## src/rtl/filtro_comparador_if.sv

```systemverilog
// Bus of the persistence filter / event counter.
//   q_in, clr                       : driven by the producer (master)
//   q_filt, rise_pulse, fall_pulse,
//   n_eventos                       : driven by the filter (slave)
interface filtro_comparador_if #(
    parameter int CNT_W = 8
);
    logic             q_in;
    logic             clr;
    logic             q_filt;
    logic             rise_pulse;
    logic             fall_pulse;
    logic [CNT_W-1:0] n_eventos;

    modport master (
        output q_in, clr,
        input  q_filt, rise_pulse, fall_pulse, n_eventos
    );

    modport slave (
        input  q_in, clr,
        output q_filt, rise_pulse, fall_pulse, n_eventos
    );
endinterface

```

## src/rtl/filtro_comparador.sv

```systemverilog
// Persistence (glitch) filter for the registered comparator result.
// The filtered level changes only after q_in has held the new level for N
// consecutive clocks; confirmed edges raise one-cycle pulses and confirmed
// rises are counted in a saturating counter.
// Ports:
//   clk   : system clock, rising edge
//   rst_n : synchronous active-low reset
//   bus   : filtro_comparador_if.slave (q_in, clr in; q_filt, rise_pulse,
//           fall_pulse, n_eventos out, all registered)
module filtro_comparador #(
    parameter int N     = 4,
    parameter int CNT_W = 8
) (
    input  logic                clk,
    input  logic                rst_n,
    filtro_comparador_if.slave  bus
);
    localparam int               CW       = $clog2(N + 1);
    localparam logic [CW-1:0]    N_C      = CW'(N);
    localparam logic [CW-1:0]    CNT_ZERO = {CW{1'b0}};
    localparam logic [CW-1:0]    CNT_ONE  = {{(CW-1){1'b0}}, 1'b1};
    localparam logic [CNT_W-1:0] EV_MAX   = {CNT_W{1'b1}};
    localparam logic [CNT_W-1:0] EV_ZERO  = {CNT_W{1'b0}};
    localparam logic [CNT_W-1:0] EV_ONE   = {{(CNT_W-1){1'b0}}, 1'b1};
    localparam bit               N_ES_UNO = (N == 1);

    typedef enum logic [1:0] {
        BAJO      = 2'b00,
        PEND_ALTO = 2'b01,
        ALTO      = 2'b10,
        PEND_BAJO = 2'b11
    } estado_t;

    estado_t          state_r, state_s;
    logic [CW-1:0]    cnt_r, cnt_s;
    logic [CW-1:0]    cnt_inc_s;
    logic             rise_s, fall_s;
    logic             q_filt_r, rise_pulse_r, fall_pulse_r;
    logic [CNT_W-1:0] n_eventos_r;

    assign cnt_inc_s = cnt_r + CNT_ONE;

    // Next-state and run-counter logic; a broken run always restarts from zero.
    always_comb begin
        state_s = state_r;
        cnt_s   = cnt_r;
        rise_s  = 1'b0;
        fall_s  = 1'b0;
        case (state_r)
            BAJO: begin
                if (bus.q_in) begin
                    if (N_ES_UNO) begin
                        state_s = ALTO;
                        cnt_s   = CNT_ZERO;
                        rise_s  = 1'b1;
                    end else begin
                        state_s = PEND_ALTO;
                        cnt_s   = CNT_ONE;
                    end
                end else begin
                    cnt_s = CNT_ZERO;
                end
            end
            PEND_ALTO: begin
                if (bus.q_in) begin
                    if (cnt_inc_s == N_C) begin
                        state_s = ALTO;
                        cnt_s   = CNT_ZERO;
                        rise_s  = 1'b1;
                    end else begin
                        cnt_s = cnt_inc_s;
                    end
                end else begin
                    state_s = BAJO;
                    cnt_s   = CNT_ZERO;
                end
            end
            ALTO: begin
                if (!bus.q_in) begin
                    if (N_ES_UNO) begin
                        state_s = BAJO;
                        cnt_s   = CNT_ZERO;
                        fall_s  = 1'b1;
                    end else begin
                        state_s = PEND_BAJO;
                        cnt_s   = CNT_ONE;
                    end
                end else begin
                    cnt_s = CNT_ZERO;
                end
            end
            PEND_BAJO: begin
                if (!bus.q_in) begin
                    if (cnt_inc_s == N_C) begin
                        state_s = BAJO;
                        cnt_s   = CNT_ZERO;
                        fall_s  = 1'b1;
                    end else begin
                        cnt_s = cnt_inc_s;
                    end
                end else begin
                    state_s = ALTO;
                    cnt_s   = CNT_ZERO;
                end
            end
            default: begin
                state_s = BAJO;
                cnt_s   = CNT_ZERO;
            end
        endcase
    end

    // State register, run counter and registered outputs.
    always_ff @(posedge clk) begin
        if (!rst_n) begin
            state_r      <= BAJO;
            cnt_r        <= CNT_ZERO;
            q_filt_r     <= 1'b0;
            rise_pulse_r <= 1'b0;
            fall_pulse_r <= 1'b0;
        end else begin
            state_r      <= state_s;
            cnt_r        <= cnt_s;
            // q_filt is 1 in both "high" states (stable or pending low).
            q_filt_r     <= (state_s == ALTO) || (state_s == PEND_BAJO);
            rise_pulse_r <= rise_s;
            fall_pulse_r <= fall_s;
        end
    end

    // Saturating event counter; clr takes priority over a coincident rise.
    always_ff @(posedge clk) begin
        if (!rst_n) begin
            n_eventos_r <= EV_ZERO;
        end else if (bus.clr) begin
            n_eventos_r <= EV_ZERO;
        end else if (rise_s && (n_eventos_r != EV_MAX)) begin
            n_eventos_r <= n_eventos_r + EV_ONE;
        end else begin
            n_eventos_r <= n_eventos_r;
        end
    end

    assign bus.q_filt     = q_filt_r;
    assign bus.rise_pulse = rise_pulse_r;
    assign bus.fall_pulse = fall_pulse_r;
    assign bus.n_eventos  = n_eventos_r;
endmodule

```

## src/flat_wrapper.sv

```systemverilog
// flat-port wrapper written by rule: the top's interface ports become plain ports
module filtro_comparador_flat 
#(
    parameter int N     = 4,
    parameter int CNT_W = 8
)
  (clk, rst_n, bus_q_in, bus_clr, bus_q_filt, bus_rise_pulse, bus_fall_pulse, bus_n_eventos);
  filtro_comparador_if #(.CNT_W(CNT_W)) bus_i ();
  input  logic clk;
  input  logic rst_n;
  input wire logic [$bits(bus_i.q_in)-1:0] bus_q_in;
  input wire logic [$bits(bus_i.clr)-1:0] bus_clr;
  output wire logic [$bits(bus_i.q_filt)-1:0] bus_q_filt;
  output wire logic [$bits(bus_i.rise_pulse)-1:0] bus_rise_pulse;
  output wire logic [$bits(bus_i.fall_pulse)-1:0] bus_fall_pulse;
  output wire logic [$bits(bus_i.n_eventos)-1:0] bus_n_eventos;
  assign bus_i.q_in = bus_q_in;
  assign bus_i.clr = bus_clr;
  assign bus_q_filt = bus_i.q_filt;
  assign bus_rise_pulse = bus_i.rise_pulse;
  assign bus_fall_pulse = bus_i.fall_pulse;
  assign bus_n_eventos = bus_i.n_eventos;
  filtro_comparador #(.N(N), .CNT_W(CNT_W)) u_core (.clk(clk), .rst_n(rst_n), .bus(bus_i));
endmodule
```

## config.mk

```make
export PLATFORM = sky130hd
export DESIGN_NAME = filtro_comparador_flat
export DESIGN_NICKNAME = d
export VERILOG_FILES = /design/src/rtl/filtro_comparador_if.sv /design/src/rtl/filtro_comparador.sv /design/src/flat_wrapper.sv
export SDC_FILE = /design/constraint.sdc
export NUM_CORES = 1
export LEC_CHECK = 0
export CAP_MARGIN = 20
export CORE_MARGIN = 2
export CORE_UTILIZATION = 48
export CTS_BUF_LIST = sky130_fd_sc_hd__clkbuf_16
export DETAILED_ROUTE_END_ITERATION = 12
export PLACE_DENSITY = 0.87
export SLEW_MARGIN = 20
export SYNTH_ARGS = -nofsm -noshare
export SYNTH_HDL_FRONTEND = slang
export SYNTH_SLANG_ARGS = --single-unit
export TNS_END_PERCENT = 100
```

## constraint.sdc

```tcl
create_clock -name clk -period 2.1 [get_ports clk]
set_input_delay 0.63 -clock clk [delete_from_list [all_inputs] [get_ports clk]]
set_output_delay 0.63 -clock clk [all_outputs]
set_load 0.02 [all_outputs]
```

==> results.toml, run 1 <==
[outcome]
status = "completed"

[power_and_ir_drop]
p_leak_nw = 0.3587
power_frac_seq_pct = 44.3
p_per_area_nw_per_um2 = 708.9
switching_share_pct = 18.46
internal_power_uw = 568.5
ir_worst_vdd_mv = 0.6231
combinationalPowerShare_pct = 2.4
p_sw_uw = 128.7
clkPwrFrac_pct = 53.3

[clock_network]
postCtsSetupRepairBufs = 0
ctsLongestPathBuffers = 2
clkTransAtPathRegs_ns = 0.05
root_buffer = "clkbuf_16"
numCtsBuffers = 3
hold_buffers = 0
cts_max_level = 1
cts.sinks = 16
cts-resized-gates = 0
cts_tree = "done"
clk_latency_ns = 0.25

[die]
rows = 14
die_area_sq_um = 1833
core_region_area_sq_um = 1454
start_util_pct = 49.74
pin_count = 15
die_w_um = 42.82
fp.dieH_um = 42.82

[routing]
first_iter_violations = 10
drc_errors = 0
vias = 649
wirelength_um = 1440
dr.pass1.iters = 4
via_per_inst = 5.693
wl_per_cell_um = 12.63
drtAntennaViolNets = 0

[timing]
hold_violations = 0
setup_viol = 0
skew_ns = 0.001801
min_period_ns = 1.938
grt_setup_unrepaired = "no"
fin_crit_sh_pct = 92.30
fin_ws_ns = 0.1617
drv_slew = 0
worstMarginPinSlew_ns = 0.2746
maxClockFrequency_mhz = 515.9
slew_headroom_pct = 81.45

[synthesis]
syn_area_sq_um = 723.2
syn_inst = 77
syn_nets = 84
yosys_warnings = 0
synth_seq_area_share_pct = 44.29
synth_cell_types = 32
synth-seq-cells = 16
synth.avg_cell_area_sq_um = 9.392

[setup_path]
cp_data_arrival_time_ns = 2.11
end_kind = "flip-flop"
start_kind = "input port"
cp_data_required_time_ns = 2.28
cpPeakStageDelay_ns = 0.52
path_cells = "clkdlybuf4s50_1, and4b_1, nand2_2, or4_1, a21oi_1"
cpMaxStageDelayCell = "or4_1"
critPathKind = "input port to flip-flop"
crit_path_max_fanout = 7

[global_routing]
antenna_found_initial = 0
grt_use_total_pct = 18.09
use_met1_pct = 20.11
grt_max_degree = 10
grt-ovfl-total = 0
busiest_layer = "met2"
grt_pass1_vias = 593
gr-usage-met3_pct = 6.383
grt_first_pass_wirelength_um = 2484
grtUsageMet2_pct = 30.30

[placement]
io_buffers = 14
dpl_cell_area_sq_um = 904.6
place_ws_ns = -0.08338
hpwlAfterDp_um = 1043
gp_congestion = 0.7433

[job]
maxCapViolations = 0

[final_layout]
drive_gt1_share_pct = 14.29
fillers = 117
design_area_sq_um = 983.4
mostFrequentLayoutCells = "dfxtp_1 (16), clkdlybuf4s50_1 (14), nand2_1 (8)"
area_growth_pct = 35.99
final_nets = 106
n_antenna_cell = 0
final_common_cell = "dfxtp_1"

[min_path]
hp-class = "flip-flop to flip-flop"
kinds of logic (layout without fill, tap and decap cells):
| group | count (synthesis) | count (layout) | synth area share (%) |
|---|---|---|---|
| XOR/XNOR | 2 | 2 | 3.461 |
| AND/OR/NAND/NOR | 35 | 35 | 28.90 |
| buffers and inverters | 4 | 25 | 3.287 |
| adder cells (fa/ha/maj) | 3 | 3 | 5.191 |
| multiplexers | 1 | 1 | 1.384 |
| flip-flops | 16 | 16 | 44.29 |
| AO/OA/AOI/OAI | 16 | 16 | 13.50 |
layer usage:
| metal | part of all wire (%) | routed length [um] |
|---|---|---|
| met1 | 43 | 617 |
| met2 | 51 | 739 |
| met3 | 3.8 | 55 |
| met4 | 1.9 | 27 |
| met5 | 0 | 0 |
power by group through the flow:
stage,logic (mW),registers (mW),clock network (mW)
after global placement,0.0165,0.315,0
after floorplan,0.00732,0.314,0
after detailed placement,0.0172,0.315,0
after CTS,0.0173,0.309,0.379
after global routing,0.0190,0.309,0.387
final,0.0170,0.309,0.371
path summary, 6_finish.rpt:
check | startpoint | endpoint | slack (ns) | cells after the start
worst max register to register | u_core.cnt_r[0] | u_core.bus.n_eventos[3] | 0.35 | 5
worst max-delay path | bus_q_in | u_core.bus.n_eventos[3] | 0.16 | 5
worst min-delay path | u_core.state_r[0] | u_core.cnt_r[1] | 0.48 | 2
worst min register to register | u_core.state_r[0] | u_core.cnt_r[1] | 0.48 | 2
cells in the mapped netlist:
master    number  area share, %
o41ai_1        1            1.2
nor2b_1        3            2.6
and2_1         1           0.87
a211oi_1       1            1.0
or4_1          3            3.1
dfxtp_1       16             44
buf_6          1            1.6
a21oi_1        7            4.8
and3_2         1            1.0
nor2_1         2            1.0
xor2_2         1            2.2
nor4_1         1           0.87
nand2_2        1           0.87
nand3_1        3            2.1
o21ai_0        2            1.4
o31ai_1        3            3.1
nand3b_1       1            1.0
a21boi_0       1            1.0
xor2_1         1            1.2
mux2i_1        1            1.4
ha_1           3            5.2
or3_1          2            1.7
and4b_1        1            1.4
nand2_1        8            4.2
inv_1          2            1.0
a31oi_1        1           0.87
and4_4         2            3.1
or2b_1         1            1.0
and3_1         1           0.87
nor3_1         3            2.1
clkbuf_2       1           0.69
or3_2          1            1.0
cell type report:
cell class                 count  area (sq um)  area share [%]
timing repair buffer          19         177.7           18.07
multi-input combinational     57         379.1           38.55
inverter                       2         7.507          0.7634
clock inverter                 1         3.754          0.3817
sequential                    16         320.3           32.57
tap                           16         20.02           2.036
clock buffer                   3         75.07           7.634
state kept, by name, summed over array words and instances (netlist names):
signal                 flops
u_core.bus.fall_pulse      1
u_core.bus.n_eventos       8
u_core.bus.q_filt          1
u_core.bus.rise_pulse      1
u_core.cnt_r               3
u_core.state_r             2
critical path: cells and delay by family:
kind / cells / cell delay [ns]
AOI/OAI and AO/OA: 1 / 0.15
buffers and inverters: 1 / 0.48
and+or+nand+nor: 3 / 0.85
per-stage QoR:
step                power [mW]  setup TNS [ns]  std cells  util [%]  hold WS [ns]
global route            0.7149               0        114     67.64        0.4898
finish                  0.6972               0        114     67.64        0.4785
floorplan               0.3216               0         77         -        0.4423
CTS                     0.7045               0        114     67.64        0.4781
detailed placement      0.3320         -0.2467        110     62.22        0.4716
global placement        0.3311        -0.08212        110     62.22        0.4596
No activity file was read; power rests on OpenSTA's default activity.
==> run 2: changes to the inputs <==
--- a/config.mk
+++ b/config.mk
@@ -6,7 +6,6 @@
 export NUM_CORES = 1
 export LEC_CHECK = 0
 export CAP_MARGIN = 20
-export CORE_MARGIN = 2
 export CORE_UTILIZATION = 48
 export CTS_BUF_LIST = sky130_fd_sc_hd__clkbuf_16
 export DETAILED_ROUTE_END_ITERATION = 12
==> run 2 against run 1 <==
Net effect: die area down 9.1%; critical path type unchanged; sequential power about the same; clock power down 1%; register-to-register slack about the same; global-route usage up 3.0 points; worst hold slack worse by 0.0062 ns; critical path depth unchanged; power down 0.68%; worst setup slack worse by 0.018 ns; maximum frequency down 0.92%; first-iteration DRC count up 80%; combinational power about the same.
==> results.toml, run 2 (synthesis gave the netlist of run 1 again) <==
[final_layout]
fillers = 101
final_common_cell = "dfxtp_1"
final_nets = 104
area_growth_pct = 33.74
mostFrequentLayoutCells = "dfxtp_1 (16), clkdlybuf4s50_1 (14), nand2_1 (8)"
n_antenna_cell = 0
largest_register_ffs = 8
drive_gt1_share_pct = 12.50

[clock_network]
cts.sinks = 16
hold_buffers = 0
clkTransAtPathRegs_ns = 0.05
cts_max_level = 1
postCtsSetupRepairBufs = 0
ctsLongestPathBuffers = 2
clk_latency_ns = 0.25
numCtsBuffers = 3
root_buffer = "clkbuf_16"
cts-resized-gates = 0
cts_tree = "done"

[placement]
place_ws_ns = -0.1025
gp_congestion = 0.7434
io_buffers = 14
hpwlAfterDp_um = 964.6

[setup_path]
end_kind = "flip-flop"
start_kind = "input port"
path_cells = "clkdlybuf4s50_1, and4b_1, nand2_2, or4_1, a21oi_1"
critPathKind = "input port to flip-flop"
cp_num_buf_inv = 1
cp_data_arrival_time_ns = 2.13
cpMaxStageDelayCell = "or4_1"
crit_path_max_fanout = 9
cp_top_family = "simple AND/OR/NAND/NOR gates"
cp_data_required_time_ns = 2.27
cpPeakStageDelay_ns = 0.53

[routing]
via_per_inst = 5.757
wl_per_cell_um = 12.17
drc_errors = 0
dr.pass1.iters = 4
wirelength_um = 1351
drtAntennaViolNets = 0
vias = 639
first_iter_violations = 18

[global_routing]
grt_pass1_vias = 553
grt_use_total_pct = 21.11
antenna_found_initial = 0
grt_max_degree = 10
grt-ovfl-total = 0
grt_first_pass_wirelength_um = 2249

[die]
fp.dieH_um = 40.82
core_region_area_sq_um = 1350
die_area_sq_um = 1666
pin_count = 15
start_util_pct = 53.57
rows = 13
die_w_um = 40.82

[timing]
fin_crit_sh_pct = 93.15
worstMarginPinSlew_ns = 0.2864
setup_viol = 0
skew_ns = 0.002198
fin_ws_ns = 0.1438
maxClockFrequency_mhz = 511.2
holdWs_ns = 0.4724
hold_violations = 0
min_period_ns = 1.956
drv_slew = 0
slew_headroom_pct = 80.90
grt_setup_unrepaired = "no"

[min_path]
hp-class = "flip-flop to flip-flop"

[job]
maxCapViolations = 0

[power_and_ir_drop]
ir_worst_vdd_mv = 0.5474
p_leak_nw = 0.3504
p_per_area_nw_per_um2 = 716.0
power_uw = 692.5

[outcome]
status = "completed"
==> run 2: cell count changes in the layout (fill, tap and decap cells not counted), sizes merged <==
cell / before / now
buf: 5 / 3
==> run 2: final timing paths <==
| path | from | endpoint | slack [ns] | cells after the start |
|---|---|---|---|---|
| hold / removal | u_core.state_r[0] | u_core.cnt_r[1] | 0.47 | 2 |
| hold reg to reg | u_core.state_r[0] | u_core.cnt_r[1] | 0.47 | 2 |
| setup / recovery | bus_q_in | u_core.bus.n_eventos[5] | 0.14 | 5 |
| setup reg to reg | u_core.cnt_r[0] | u_core.bus.n_eventos[5] | 0.34 | 5 |
==> run 2: cell type report <==
cell class,instances,area [sq um],share of cell area (%)
clock inverter,1,3.754,0.3881
multi-input combinational,57,379.1,39.20
tap,15,18.77,1.940
sequential,16,320.3,33.12
inverter,2,7.507,0.7762
timing repair buffer,17,162.7,16.82
clock buffer,3,75.07,7.762
==> run 2: worst reg2reg max path, stage by stage, from the launching register on <==
cell	delay [ns]
dfxtp_1	0.32
ha_1	0.23
xor2_2	0.29
nand2_2	0.17
or4_1	0.53
a21oi_1	0.16
==> run 2: power breakdown <==
part | leakage (nW) | switching [mW] | internal, mW | total (mW)
clock network | 0.0385 | 0.114 | 0.252 | 0.367
registers | 0.129 | 0.00199 | 0.307 | 0.309
logic | 0.183 | 0.00767 | 0.00932 | 0.0170
total | 0.350 | 0.124 | 0.568 | 0.692
==> run 2: routing by layer <==
layer / track usage [%] / wire, um
met2: 34.38 / 675
met3: 8.152 / 54
met4: 12.50 / 28
met5: 0 / 0
met1: 22.85 / 592
==> run 2: metrics by stage <==
| stage | TNS [ns] | util [%] | cells | cell area, sq um |
|---|---|---|---|---|
| after global placement | -0.1555 | 65.80 | 107 | 888.4 |
| final | 0 | 71.64 | 111 | 967.2 |
| after global routing | 0 | 71.64 | 111 | 967.2 |
| after CTS | 0 | 71.64 | 111 | 967.2 |
| after floorplan | 0 | - | 77 | 723.2 |
| after detailed placement | -0.2773 | 65.80 | 107 | 888.4 |
==> run 3: changes to the inputs <==
--- a/config.mk
+++ b/config.mk
@@ -6,10 +6,10 @@
 export NUM_CORES = 1
 export LEC_CHECK = 0
 export CAP_MARGIN = 20
-export CORE_UTILIZATION = 48
+export CORE_UTILIZATION = 30
 export CTS_BUF_LIST = sky130_fd_sc_hd__clkbuf_16
 export DETAILED_ROUTE_END_ITERATION = 12
-export PLACE_DENSITY = 0.87
+export PLACE_DENSITY = 0.63
 export SLEW_MARGIN = 20
 export SYNTH_ARGS = -nofsm -noshare
 export SYNTH_HDL_FRONTEND = slang
==> constraint.sdc (replaced) <==
create_clock -name clk -period 2.1 [get_ports clk]
set_input_delay 0.21 -clock clk [delete_from_list [all_inputs] [get_ports clk]]
set_output_delay 0.21 -clock clk [all_outputs]
set_load 0.02 [all_outputs]
==> run 3 against run 2 <==
Net effect: die area up 57%; flip-flop and latch count unchanged; routed wire length down 0.15%; combinational power down 11%; critical endpoint is now u_core.bus.n_eventos[7]; clock skew up 0.0023 ns; cell count up 8.1%; first-iteration DRC count down 33%; critical path depth unchanged.
==> results.toml, run 3 (synthesis gave the netlist of run 1 again) <==
[setup_path]
r2r_cells = 5
end_kind = "flip-flop"
crit_path_max_fanout = 10
regToRegStartpoint = "u_core.cnt_r[0]"
r2r-end = "u_core.bus.n_eventos[7]"
cpMaxStageDelayCell = "or4_1"
path_cells = "ha_1, xor2_2, nand2_2, or4_1, a21oi_1"
rrSetupSlack_ns = 0.35
cp_num_buf_inv = 0
cpPeakStageDelay_ns = 0.50
start_kind = "flip-flop"
cp_data_arrival_time_ns = 1.92
cp_top_family = "simple AND/OR/NAND/NOR gates"
cp_data_required_time_ns = 2.27
critPathKind = "flip-flop to flip-flop"

[power_and_ir_drop]
combinationalPowerShare_pct = 2.2
clkPwrFrac_pct = 52.6
p_sw_uw = 119.6
ir_worst_vdd_mv = 0.3464
p_leak_nw = 0.3345
switching_share_pct = 17.48
power_frac_seq_pct = 45.2
p_per_area_nw_per_um2 = 714.5
internal_power_uw = 564.3
power_uw = 683.9

[min_path]
hp-start = "u_core.state_r[0]"
worstHoldPathCells = 2
hold_end = "u_core.cnt_r[1]"
hp-class = "flip-flop to flip-flop"

[global_routing]
antenna_found_initial = 0
grt_use_total_pct = 12.13
grt-ovfl-total = 0
grt_pass1_vias = 558
grt_max_degree = 11
grt_first_pass_wirelength_um = 2263

[clock_network]
cts_tree = "done"
hold_buffers = 0
clkTransAtPathRegs_ns = 0.04
clk_latency_ns = 0.25
cts.sinks = 16
cts-resized-gates = 0
root_buffer = "clkbuf_16"
postCtsSetupRepairBufs = 0
cts_max_level = 1
ctsLongestPathBuffers = 2
numCtsBuffers = 3

[timing]
holdWs_ns = 0.4726
maxClockFrequency_mhz = 571.0
tns_ns = 0
drv_slew = 0
skew_ns = 0.004496
setup_viol = 0
worstMarginPinSlew_ns = 0.2871
min_period_ns = 1.751
slew_headroom_pct = 80.85
fin_crit_sh_pct = 83.40
grt_setup_unrepaired = "no"
hold_violations = 0

[placement]
gp_congestion = 0.7867
io_buffers = 14

[outcome]
status = "completed"

[final_layout]
largest_register_ffs = 8
n_antenna_cell = 0
area_growth_pct = 32.35
final_common_cell = "dfxtp_1"
final_core_util_pct = 42.86
drive_gt1_share_pct = 9.783
final_nets = 101
mostFrequentLayoutCells = "dfxtp_1 (16), clkdlybuf4s50_1 (14), nand2_1 (8)"

[die]
die_w_um = 51.10
pin_count = 15
core_region_area_sq_um = 2233
start_util_pct = 32.38
rows = 17
fp.dieH_um = 51.10
die_area_sq_um = 2611

[routing]
dr.pass1.iters = 4
highest_layer = "met4"
wl_per_cell_um = 11.24
wirelength_um = 1349
vias = 620
drc_errors = 0
drtAntennaViolNets = 0
wl_met1_um = 624
via_per_inst = 5.167
wl_met2_um = 604
first_iter_violations = 12
wl_met3_um = 75

[job]
maxCapViolations = 0
==> run 3: cell count changes in the layout (fill, tap and decap cells not counted), sizes merged <==
cell	previous run	this run
buf	3	0
clkinv	1	0
==> run 3: how the worst max path moves through the flow <==
| stage | start | end | slack (ns) | depth (start not counted) |
|---|---|---|---|---|
| 6_report | u_core.cnt_r[0] | u_core.bus.n_eventos[7] | 0.35 | 5 |
| 2_1_floorplan | u_core.bus.n_eventos[0] | u_core.bus.n_eventos[5] | 0.48 | 5 |
| 5_1_grt | u_core.cnt_r[0] | u_core.bus.n_eventos[5] | 0.22 | 5 |
| 3_3_place_gp | bus_q_in | u_core.bus.n_eventos[3] | 0.24 | 5 |
| 4_1_cts | u_core.cnt_r[0] | u_core.bus.n_eventos[7] | 0.35 | 5 |
| 3_5_place_dp | bus_q_in | u_core.bus.n_eventos[7] | 0.22 | 5 |
==> run 3: area by class of cell <==
type,count,area (sq um)
Multi-Input combinational cell,57,379.1
Clock buffer,3,75.07
Sequential cell,16,320.3
Tap cell,28,35.03
Fill cell,237,1276
Inverter,2,7.507
Timing Repair Buffer,14,140.1
==> run 3: worst min-delay path: stages (launching register included) <==
cell     delay, ns
dfxtp_1       0.33
nand2_1       0.06
nor2_1        0.03
==> run 3: per-stage QoR <==
stage / instance area (sq um) / std cells / setup slack, ns
2_1_floorplan: 723.2 / 77 / 0.4754
3_3_place_gp: 882.1 / 117 / 0.2420
3_5_place_dp: 882.1 / 117 / 0.2187
4_1_cts: 957.2 / 120 / 0.3481
5_1_grt: 957.2 / 120 / 0.2168
6_report: 957.2 / 120 / 0.3487
==> run 3: layer usage <==
layer	track usage [%]	vias to the layer above
met5	0	-
met4	9.722	0
met3	4.464	5
met2	19.52	15
met1	12.57	289
li1	-	311
==> run 3: power by group through the flow <==
stage	clock network [mW]	logic, mW	registers (mW)
2_1_floorplan	0	0.00732	0.314
3_3_place_gp	0	0.0153	0.315
3_5_place_dp	0	0.0154	0.315
4_1_cts	0.369	0.0154	0.309
5_1_grt	0.386	0.0169	0.309
6_report	0.360	0.0152	0.309
